<file path="src/rtl/l1_burst_mem_ctrl_pkg.sv">
// rtl/l1_burst_mem_ctrl_pkg.sv - shared types and atomic encodings for the L1 burst memory controller
package l1_burst_mem_ctrl_pkg;

    typedef enum logic [2:0] {
        IDLE     = 3'd0,
        RD_ISSUE = 3'd1,
        RD_DRAIN = 3'd2,
        WR       = 3'd3,
        SC_RESP  = 3'd4
    } state_e;

    // funct5 encodings carried on req_amo
    localparam logic [4:0] OP_AMOADD  = 5'b00000;
    localparam logic [4:0] OP_AMOSWAP = 5'b00001;
    localparam logic [4:0] OP_LR      = 5'b00010;
    localparam logic [4:0] OP_SC      = 5'b00011;

    typedef struct packed {
        logic [31:0] addr;
        logic        rnw;
        logic [3:0]  be;
        logic [31:0] data;
        logic [4:0]  size;
        logic        is_amo;
        logic [4:0]  amo;
    } l1_req_t;

endpackage

</file>
<file path="src/rtl/l1_burst_mem_ctrl_lr_sc_reservation.sv">
// rtl/l1_burst_mem_ctrl_lr_sc_reservation.sv - LR/SC reservation register with snoop invalidation
module l1_burst_mem_ctrl_lr_sc_reservation
    import l1_burst_mem_ctrl_pkg::*;
#(
    parameter int LINE_W = 4
) (
    input  logic                          clk,
    input  logic                          rst,
    input  logic                          set_i,
    input  logic [31-$clog2(LINE_W)-2:0]  set_line_i,
    input  logic                          clr_i,
    input  logic                          snoop_valid_i,
    input  logic [29:0]                   snoop_addr_i,
    input  logic [31-$clog2(LINE_W)-2:0]  chk_line_i,
    output logic                          resv_hit_o
);
    localparam int LW = $clog2(LINE_W);
    localparam int LINE_BITS = 30 - LW;

    logic                 valid_q, valid_d;
    logic [LINE_BITS-1:0] line_q, line_d;
    logic [LINE_BITS-1:0] snoop_line;
    logic                 unused_snoop_word;

    assign snoop_line        = snoop_addr_i[29:LW];
    assign unused_snoop_word = ^snoop_addr_i[LW-1:0];

    // A snoop hitting either the held line or the line being set wins over the set
    always_comb begin
        valid_d = valid_q;
        line_d  = line_q;
        if (snoop_valid_i && snoop_line == line_q) begin
            valid_d = 1'b0;
        end
        if (set_i) begin
            valid_d = 1'b1;
            line_d  = set_line_i;
        end
        if (clr_i || (set_i && snoop_valid_i && snoop_line == set_line_i)) begin
            valid_d = 1'b0;
        end
    end

    // Reservation state register
    always_ff @(posedge clk) begin
        if (rst) begin
            valid_q <= 1'b0;
            line_q  <= '0;
        end else begin
            valid_q <= valid_d;
            line_q  <= line_d;
        end
    end

    assign resv_hit_o = valid_q && (chk_line_i == line_q);

endmodule

</file>
<file path="src/rtl/l1_burst_mem_ctrl.sv">
// rtl/l1_burst_mem_ctrl.sv - turns L1 requests into word-bus beats, returns read lines, owns LR/SC
module l1_burst_mem_ctrl
    import l1_burst_mem_ctrl_pkg::*;
#(
    parameter int LINE_W = 4
) (
    input  logic        clk,
    input  logic        rst,
    input  logic        req_valid,
    output logic        req_ack,
    input  logic [31:0] req_addr,
    input  logic        req_rnw,
    input  logic [3:0]  req_be,
    input  logic [31:0] req_data,
    input  logic [4:0]  req_size,
    input  logic        req_is_amo,
    input  logic [4:0]  req_amo,
    output logic        resp_data_valid,
    output logic [31:0] resp_data,
    output logic        sc_complete,
    output logic        sc_success,
    input  logic        snoop_valid,
    input  logic [29:0] snoop_addr,
    output logic        mem_req,
    input  logic        mem_gnt,
    output logic        mem_we,
    output logic [31:0] mem_addr,
    output logic [3:0]  mem_be,
    output logic [31:0] mem_wdata,
    input  logic        mem_rvalid,
    input  logic [31:0] mem_rdata
);
    localparam int OFF_W = $clog2(LINE_W) + 2;

    state_e      state_q, state_d;
    l1_req_t     req_q, req_d;
    logic [4:0]  issue_cnt_q, issue_cnt_d;
    logic [4:0]  ret_cnt_q, ret_cnt_d;
    logic        ack_q, ack_d;
    logic        resp_valid_q, resp_valid_d;
    logic [31:0] resp_data_q, resp_data_d;
    logic        sc_cmp_q, sc_cmp_d;
    logic        sc_succ_q, sc_succ_d;

    logic        in_is_sc, q_is_sc, q_is_lr;
    logic [31:0] base_addr, beat_addr;
    logic        resv_set, resv_clr, resv_hit;

    assign in_is_sc  = !req_rnw && req_is_amo && (req_amo == OP_SC);
    assign q_is_sc   = !req_q.rnw && req_q.is_amo && (req_q.amo == OP_SC);
    assign q_is_lr   = req_q.rnw && req_q.is_amo && (req_q.amo == OP_LR);
    // Single-word reads go exactly where asked; bursts start at the line base
    assign base_addr = (req_q.size == 5'd0) ? req_q.addr : {req_q.addr[31:OFF_W], {OFF_W{1'b0}}};
    assign beat_addr = base_addr + {25'd0, issue_cnt_q, 2'b00};

    l1_burst_mem_ctrl_lr_sc_reservation #(.LINE_W(LINE_W)) u_resv (
        .clk           (clk),
        .rst           (rst),
        .set_i         (resv_set),
        .set_line_i    (base_addr[31:OFF_W]),
        .clr_i         (resv_clr),
        .snoop_valid_i (snoop_valid),
        .snoop_addr_i  (snoop_addr),
        .chk_line_i    (req_addr[31:OFF_W]),
        .resv_hit_o    (resv_hit)
    );

    // Next-state, bus drive and response pipeline decisions
    always_comb begin
        state_d      = state_q;
        req_d        = req_q;
        issue_cnt_d  = issue_cnt_q;
        ret_cnt_d    = ret_cnt_q;
        ack_d        = 1'b0;
        resp_valid_d = 1'b0;
        resp_data_d  = resp_data_q;
        sc_cmp_d     = 1'b0;
        sc_succ_d    = 1'b0;
        mem_req      = 1'b0;
        mem_we       = 1'b0;
        mem_addr     = 32'h0;
        resv_set     = 1'b0;
        resv_clr     = 1'b0;
        case (state_q)
            IDLE: begin
                if (req_valid) begin
                    req_d       = '{addr: req_addr, rnw: req_rnw, be: req_be, data: req_data,
                                    size: req_size, is_amo: req_is_amo, amo: req_amo};
                    ack_d       = 1'b1;
                    issue_cnt_d = 5'd0;
                    ret_cnt_d   = 5'd0;
                    if (req_rnw) begin
                        state_d = RD_ISSUE;
                    end else if (in_is_sc) begin
                        resv_clr = 1'b1;
                        state_d  = resv_hit ? WR : SC_RESP;
                    end else begin
                        state_d = WR;
                    end
                end
            end
            RD_ISSUE: begin
                mem_req  = 1'b1;
                mem_addr = beat_addr;
                if (mem_gnt) begin
                    issue_cnt_d = issue_cnt_q + 5'd1;
                    if (issue_cnt_q == req_q.size) begin
                        state_d = RD_DRAIN;
                    end
                end
            end
            RD_DRAIN: begin
                if (mem_rvalid && ret_cnt_q == req_q.size) begin
                    state_d  = IDLE;
                    resv_set = q_is_lr;
                end
            end
            WR: begin
                mem_req  = 1'b1;
                mem_we   = 1'b1;
                mem_addr = req_q.addr;
                if (mem_gnt) begin
                    state_d   = IDLE;
                    sc_cmp_d  = q_is_sc;
                    sc_succ_d = q_is_sc;
                end
            end
            SC_RESP: begin
                sc_cmp_d = 1'b1;
                state_d  = IDLE;
            end
            default: state_d = IDLE;
        endcase
        if ((state_q == RD_ISSUE || state_q == RD_DRAIN) && mem_rvalid) begin
            resp_valid_d = 1'b1;
            resp_data_d  = mem_rdata;
            ret_cnt_d    = ret_cnt_q + 5'd1;
        end
    end

    // Registered state, latched request and pulse outputs
    always_ff @(posedge clk) begin
        if (rst) begin
            state_q      <= IDLE;
            req_q        <= '0;
            issue_cnt_q  <= 5'd0;
            ret_cnt_q    <= 5'd0;
            ack_q        <= 1'b0;
            resp_valid_q <= 1'b0;
            resp_data_q  <= 32'h0;
            sc_cmp_q     <= 1'b0;
            sc_succ_q    <= 1'b0;
        end else begin
            state_q      <= state_d;
            req_q        <= req_d;
            issue_cnt_q  <= issue_cnt_d;
            ret_cnt_q    <= ret_cnt_d;
            ack_q        <= ack_d;
            resp_valid_q <= resp_valid_d;
            resp_data_q  <= resp_data_d;
            sc_cmp_q     <= sc_cmp_d;
            sc_succ_q    <= sc_succ_d;
        end
    end

    assign req_ack         = ack_q;
    assign resp_data_valid = resp_valid_q;
    assign resp_data       = resp_data_q;
    assign sc_complete     = sc_cmp_q;
    assign sc_success      = sc_succ_q;
    assign mem_be          = req_q.be;
    assign mem_wdata       = req_q.data;

endmodule

</file>
<file path="config.mk">
export PLATFORM = sky130hd
export DESIGN_NAME = l1_burst_mem_ctrl
export DESIGN_NICKNAME = d
export VERILOG_FILES = /design/src/rtl/l1_burst_mem_ctrl_pkg.sv /design/src/rtl/l1_burst_mem_ctrl_lr_sc_reservation.sv /design/src/rtl/l1_burst_mem_ctrl.sv
export SDC_FILE = /design/constraint.sdc
export NUM_CORES = 1
export LEC_CHECK = 0
export ABC_AREA = 0
export CELL_PAD_IN_SITES_DETAIL_PLACEMENT = 0
export CELL_PAD_IN_SITES_GLOBAL_PLACEMENT = 1
export CORE_UTILIZATION = 33
export DETAILED_ROUTE_END_ITERATION = 8
export PLACE_DENSITY = 0.89
export SYNTH_ARGS = -nofsm -noshare
export SYNTH_HDL_FRONTEND = slang
export SYNTH_SLANG_ARGS = --single-unit
export TNS_END_PERCENT = 30
</file>
<file path="constraint.sdc">
create_clock -name clk -period 4.3 [get_ports clk]
set_clock_uncertainty 0.1 [all_clocks]
set_input_delay 0.645 -clock clk [delete_from_list [all_inputs] [get_ports clk]]
set_output_delay 0.645 -clock clk [all_outputs]
set_load 0.1 [all_outputs]
</file>
==> summary.md, run 1 <==
| Metric | Value |
|---|---|
| Post-DR vias/cell | `4.784` |
| Number of failing setup endpoints in the final timing report | `0` |
| Register area share after synthesis | `40.08%` |
| Area of the die | `24540 µm²` |
| Worst setup slack after placement | `0.2947 ns` |
| Area of the placeable core | `23470 µm²` |
| Remaining max-slew budget at the tightest pin | `32.92%` |
| WL final | `23750 µm` |
| Final Critical Period | `4.181 ns` |
| Minimum setup slack in the final design | `0.1187 ns` |
| H-tree levels | `4` |
| Number of search-and-repair iterations in the first detailed-routing pass | `7` |
| Count of port buffers added during placement | `251` |
| Detail-routed net length per standard cell | `15.69 µm` |
| Post-synth EDFFs | `0` |
| Leading area contributor after synthesis | `dfxtp_1` |
| Die height | `156.6 µm` |
| Outcome | `complete, no violations` |
| Routability cong. | `0.9065` |
| Pin count of the biggest net entering global routing | `88` |
| Global-route wire length before repair | `36630 µm` |
| Most common cell in the synthesized netlist | `nand2_1` |
| Initial Util | `33.62%` |
| Data required time at the worst endpoint | `3.56 ns` |
| Final HPWL from detailed placement | `16780 µm` |
| Post-DRT Antenna Nets | `0` |
| Worst hold path class | `flip-flop to flip-flop` |
| Main area contributors after synthesis | `dfxtp_1 40%, nand2_1 11%, a21oi_1 8.0%` |
| Yosys cell types | `49` |
| Highest fanout seen on the critical path | `7` |
| Root buf cell | `clkbuf_16` |
| Top_reg_cell synth | `dfxtp_1` |
| Overall fraction of global-route tracks in use | `19.33%` |
| Layout net count | `1337` |
| Number of fill cells | `2267` |
| Number of antenna violations at the first check in global routing | `1` |
| Fraction of the cycle the final worst path needs | `97.24%` |
| Data arrival time of the worst path | `3.44 ns` |
| FFs w/ async S/R, synth | `0%` |
| Share of final-layout standard cells stronger than drive strength 1 | `9.380%` |
| Routed via count | `7243` |
| Std cell rows | `56` |
| Clock latency on the worst-skew pair | `0.42 ns` |
| Count of state elements after synthesis | `158` |
| Buffers from clock root to sink, at most | `2` |
| Areal power density over the cells | `395.5 nW/µm²` |
| Area added between synthesis and finish | `43.37%` |
| P_leak | `0.004023 µW` |
| Worst-margin pin slew | `1.003 ns` |
| Area used by multi-input combinational logic | `4232 µm²` |
| Sequential Area | `3172 µm²` |
| Gate count after technology mapping | `999` |
| Net count after synthesis | `1155` |
| Most instantiated cells after synthesis | `241 x nand2_1, 158 x dfxtp_1, 126 x a21oi_1, 86 x nor2_1, 68 x xor2_1` |
| Critical path startpoint category | `flip-flop` |
| Via count of the first global-routing pass | `6871` |
| Unrepaired setup endpoints after global routing | `true` |
| Share of the core filled with cells in the final layout | `48.20%` |
| Fraction of synthesized cell area taken by the top area cell type | `40.08%` |
| Grt ovf | `0` |
| Worst setup path class | `flip-flop to primary output` |
| Worst IR drop on VDD | `0.0002238 V` |
| Horizontal die dimension | `156.6 µm` |
| Reg clk slew, reported paths | `0.07 ns` |
| I/O pins | `254` |
| # Max-Cap Violations | `0` |
| Final hold viol count | `0` |
| Fmax achieved | `0.2392 GHz` |
| TritonCTS clock tree | `done` |
| Number of violations reported at the end of detailed-routing iteration 0 | `434` |
| TritonCTS Buffers | `17` |
| Sinks on Clock Net | `158` |
| Synthesized area | `7891 µm²` |
| CP endpoint kind | `primary output` |
| Detailed-route DRC error count | `0` |
| Number of warnings printed during yosys synthesis | `0` |
| Post-Syn Area per Cell | `7.899 µm²` |
| Max-slew violation total from the final report | `0` |
-- power by group --
part	switching, µW	internal (µW)
sequential	92.1	1560
combinational	884	413
clock	663	860
total	1640	2840
-- cells by family (layout without fill, tap and decap cells) --
group	after synthesis	count (layout)	share of synthesized area (%)
DFF	158	158	40.08
other	0	1	0
buffers and inverters	110	305	7.167
xor gates and xnor gates	124	124	13.76
and+or+nand+nor	419	419	23.04
muxes	31	31	3.932
AOI/OAI and AO/OA	149	149	10.65
adders and majority gates	8	8	1.364
-- critical path, cell delays in order, from the launching register on --
cell and delay (ns):
dfxtp_4 0.34, or4_4 0.54, nor2_4 0.12, buf_6 0.11, nand2_4 0.05, inv_2 0.05, ha_1 0.11, a21oi_1 0.07
nand4b_1 0.32, a2111oi_4 0.43, buf_6 0.18, nand4_1 0.11, xor2_1 0.17, nor2_1 0.20, buf_12 0.20
-- what timing repair did --
item,in CTS,in global routing
setup endpoints to repair,16,19
gates resized for setup,7,14
pin swaps,6,8
hold buffers,0,0
cloned,0,0
buffers inserted,2,3
-- state kept, by name, indices dropped and copies added (netlist names) --
signal	count
sc_complete	1
mem_wdata	32
req_ack	1
u_resv.valid_q	1
resp_data	32
resp_data_valid	1
ret_cnt_q	5
u_resv.line_q	28
sc_success	1
state_q	3
issue_cnt_q	5
req_q	44
mem_be	4
-- stage by stage --
step / total power, µW / instance area [µm²] / std cells / setup TNS, ns / hold WS (ns)
finish: 4475 / 11310 / 1514 / 0 / 0.3530
global route: 4669 / 11310 / 1514 / -0.1979 / 0.3678
CTS: 4518 / 11250 / 1510 / 0 / 0.3549
detailed placement: 2968 / 10620 / 1476 / 0 / 0.3457
global placement: 2960 / 10620 / 1476 / 0 / 0.3408
floorplan: 2584 / 7901 / 999 / -1.091 / 0.3307
-- layout make-up --
type	instances	share of cell area, %
Tap cell	319	3.528
Timing Repair Buffer	265	25.53
Inverter	8	0.2654
Multi-Input combinational cell	731	37.40
Sequential cell	158	28.04
Clock buffer	20	4.125
Antenna cell	1	0.02212
Clock inverter	12	1.095
-- path summary, 6_finish.rpt --
check / start / endpoint / slack, ns / cells past startpoint
max: req_q[10] / mem_addr[31] / 0.12 / 14
min: mem_wdata[18] / mem_wdata[18] / 0.35 / 2
max reg2reg: state_q[1] / ret_cnt_q[1] / 1.82 / 6
min reg2reg: mem_wdata[18] / mem_wdata[18] / 0.35 / 2
-- layer usage --
metal	share of wire, %	up-vias	GRT usage (%)
li1	-	3627	-
met3	6.6	27	5.289
met5	0	-	0
met2	47	235	31.31
met4	1.9	0	6.349
met1	45	3354	24.69
-- cells in the final DEF, fill, tap and decap left out, types with 18 or more instances in the layout --
master             n
nand4_1           18
a21oi_1          126
xnor2_1           56
mux2i_1           31
nor2_1            79
clkdlybuf4s50_1  216
dfxtp_1          155
xor2_1            68
nand2_1          240
buf_12            28
buf_4             19
Note: power is estimated with default switching activity, not from simulation.
==> run 2: changes to the inputs <==
- CORE_UTILIZATION: 33 -> 30
- PLACE_DENSITY: 0.89 -> 0.86
- clock period: 4.3 -> 3.7 ns (I/O delays scaled with it)
==> run 2 against run 1 <==
The flow now finishes with violations (setup timing). Critical path type unchanged. Worst hold slack lost 0.0010 ns. Critical endpoint is now mem_addr[28]. Core utilization shrank 2.5 points. Sequential power grew 16%. First-iteration DRC count grew 32%. Largest power group unchanged.
==> summary.md, run 2 (synthesized netlist as in run 1, its figures left out) <==
| Metric | Value |
|---|---|
| Outcome | `finished with violations` |
| Violations in the final reports | `setup timing` |
| Areal power density over the cells | `457.9 nW/µm²` |
| DR WL met2 | `11050 µm` |
| Wire length on met1 | `11100 µm` |
| Layout net count | `1352` |
| Grt ovf | `0` |
| Detail-routed net length per standard cell | `16.01 µm` |
| Commonest non-fill, non-tap cells in the layout | `240 x nand2_1, 216 x clkdlybuf4s50_1, 157 x dfxtp_1, 124 x a21oi_1, 68 x xor2_1` |
| Count of port buffers added during placement | `251` |
| Placed cell count | `1503` |
| Reg clk slew, reported paths | `0.06 ns` |
| Number of antenna violations at the first check in global routing | `1` |
| Remaining max-slew budget at the tightest pin | `32.93%` |
| Number of fill cells | `2522` |
| Minimum setup slack in the final design | `-0.2862 ns` |
| Top register by number of flip-flops | `req_q` |
| Horizontal die dimension | `164.2 µm` |
| Final Critical Period | `3.986 ns` |
| Via count of the first global-routing pass | `6958` |
| Worst setup path class | `flip-flop to primary output` |
| Most common cell after layout, fill and taps aside | `nand2_1` |
| Sinks on Clock Net | `158` |
| TritonCTS clock tree | `done` |
| Non-filler cells in the finished layout | `1540` |
| Detailed-route DRC error count | `0` |
| Global-route wire length before repair | `37940 µm` |
| H-tree levels | `4` |
| Final HPWL from detailed placement | `17770 µm` |
| Area of the die | `26960 µm²` |
| Length of routed met3 wiring | `2093 µm` |
| Finished layout cell area | `11640 µm²` |
| Std cell rows | `58` |
| Fmax achieved | `0.2509 GHz` |
| Die height | `164.2 µm` |
| Pin count of the biggest net entering global routing | `88` |
| Sequential Area | `3164 µm²` |
| # hold bufs at CTS | `0` |
| Root buf cell | `clkbuf_16` |
| Worst IR drop on VDD | `0.0002742 V` |
| # Max-Cap Violations | `0` |
| Worst setup slack after placement | `0.03760 ns` |
| Area added between synthesis and finish | `47.52%` |
| Share of final-layout standard cells stronger than drive strength 1 | `12.32%` |
| Final sum of negative setup slack | `-5.436 ns` |
| Unrepaired setup endpoints after global routing | `true` |
| Data arrival time of the worst path | `3.33 ns` |
| Clock latency on the worst-skew pair | `0.42 ns` |
| Buffers from clock root to sink, at most | `2` |
| Overall fraction of global-route tracks in use | `18.24%` |
| CP endpoint kind | `primary output` |
| Cell with the largest stage delay on the worst path | `or4_4` |
| Number of search-and-repair iterations in the first detailed-routing pass | `5` |
| Max-slew violation total from the final report | `0` |
| Area after detailed placement | `10870 µm²` |
| Sequence of cells on the critical path | `or4_4 -> nor2_4 -> and2_4 -> ha_4 -> inv_1 -> fa_2 -> nor2b_2 -> o21a_1 -> o21a_1 -> buf_12 -> o2111ai_1 -> xor2_1 -> nor2_2 -> buf_12` |
| Critical path startpoint category | `flip-flop` |
| Fraction of the cycle the final worst path needs | `107.7%` |
| Area used by multi-input combinational logic | `4364 µm²` |
| Routed via count | `7308` |
| Area of the placeable core | `25470 µm²` |
| P_leak | `0.004136 µW` |
| Share of the core filled with cells in the final layout | `45.70%` |
| Final hold viol count | `0` |
| Number of failing setup endpoints in the final timing report | `26` |
| Top sig layer | `met4` |
| Worst hold path class | `flip-flop to flip-flop` |
| Post-DRT Antenna Nets | `0` |
| Initial Util | `30.98%` |
| Worst-margin pin slew | `1.003 ns` |
| Routability cong. | `0.9289` |
| WL final | `24660 µm` |
| Number of violations reported at the end of detailed-routing iteration 0 | `573` |
| Flip-flop count of the largest register, all copies and words added | `44` |
| I/O pins | `254` |
| Highest fanout seen on the critical path | `7` |
| Data required time at the worst endpoint | `3.04 ns` |
| Post-DR vias/cell | `4.745` |
| Largest stage delay on the critical path | `0.54 ns` |
| TritonCTS Buffers | `17` |
==> run 2: area by class of cell <==
type / instances / area share, %
Clock inverter: 12 / 1.365
Multi-Input combinational cell: 731 / 37.49
Clock buffer: 20 / 4.009
Antenna cell: 1 / 0.02150
Timing Repair Buffer: 280 / 26.13
Sequential cell: 158 / 27.18
Inverter: 8 / 0.2580
Tap cell: 330 / 3.547
==> run 2: path summary, 6_finish.rpt <==
check	cells past startpoint	slack, ns	from	to
max	14	-0.29	req_q[7]	mem_addr[28]
min	2	0.35	mem_wdata[30]	mem_wdata[30]
max reg2reg	8	1.42	req_q[7]	u_resv.line_q[18]
min reg2reg	2	0.35	mem_wdata[30]	mem_wdata[30]
==> run 2: where the power goes <==
part           switching [µW]  internal (µW)  total (µW)
combinational            1050            494        1550
clock                     742           1120        1860
sequential                105           1820        1920
total                    1900           3430        5330
==> run 2: through the flow <==
step / total power (µW) / hold WS [ns]
detailed placement: 3491 / 0.3464
finish: 5331 / 0.3520
CTS: 5372 / 0.3552
global route: 5559 / 0.3715
global placement: 3476 / 0.3410
floorplan: 3017 / 0.3307
==> run 2: repair_timing <==
item                       in CTS  in global routing
pin swaps                       7                  3
setup buffers                   3                  1
resized for setup              13                 14
setup endpoints to repair      26                 26
==> run 2: critical path: cells and delay by family (launching register included) <==
family | cells | cell delay (ns)
XOR/XNOR | 1 | 0.18
AND/OR/NAND/NOR | 5 | 1.13
adder cells (fa/ha/maj) | 2 | 0.46
flip-flops | 1 | 0.32
AO/OA/AOI/OAI | 3 | 0.45
buffers and inverters | 3 | 0.37
==> run 2: layer usage <==
| layer | global-route usage [%] | vias to the layer above |
|---|---|---|
| met5 | 0 | - |
| met3 | 5.076 | 21 |
| met2 | 27.98 | 260 |
| met4 | 5.766 | 0 |
| li1 | - | 3662 |
| met1 | 24.53 | 3365 |
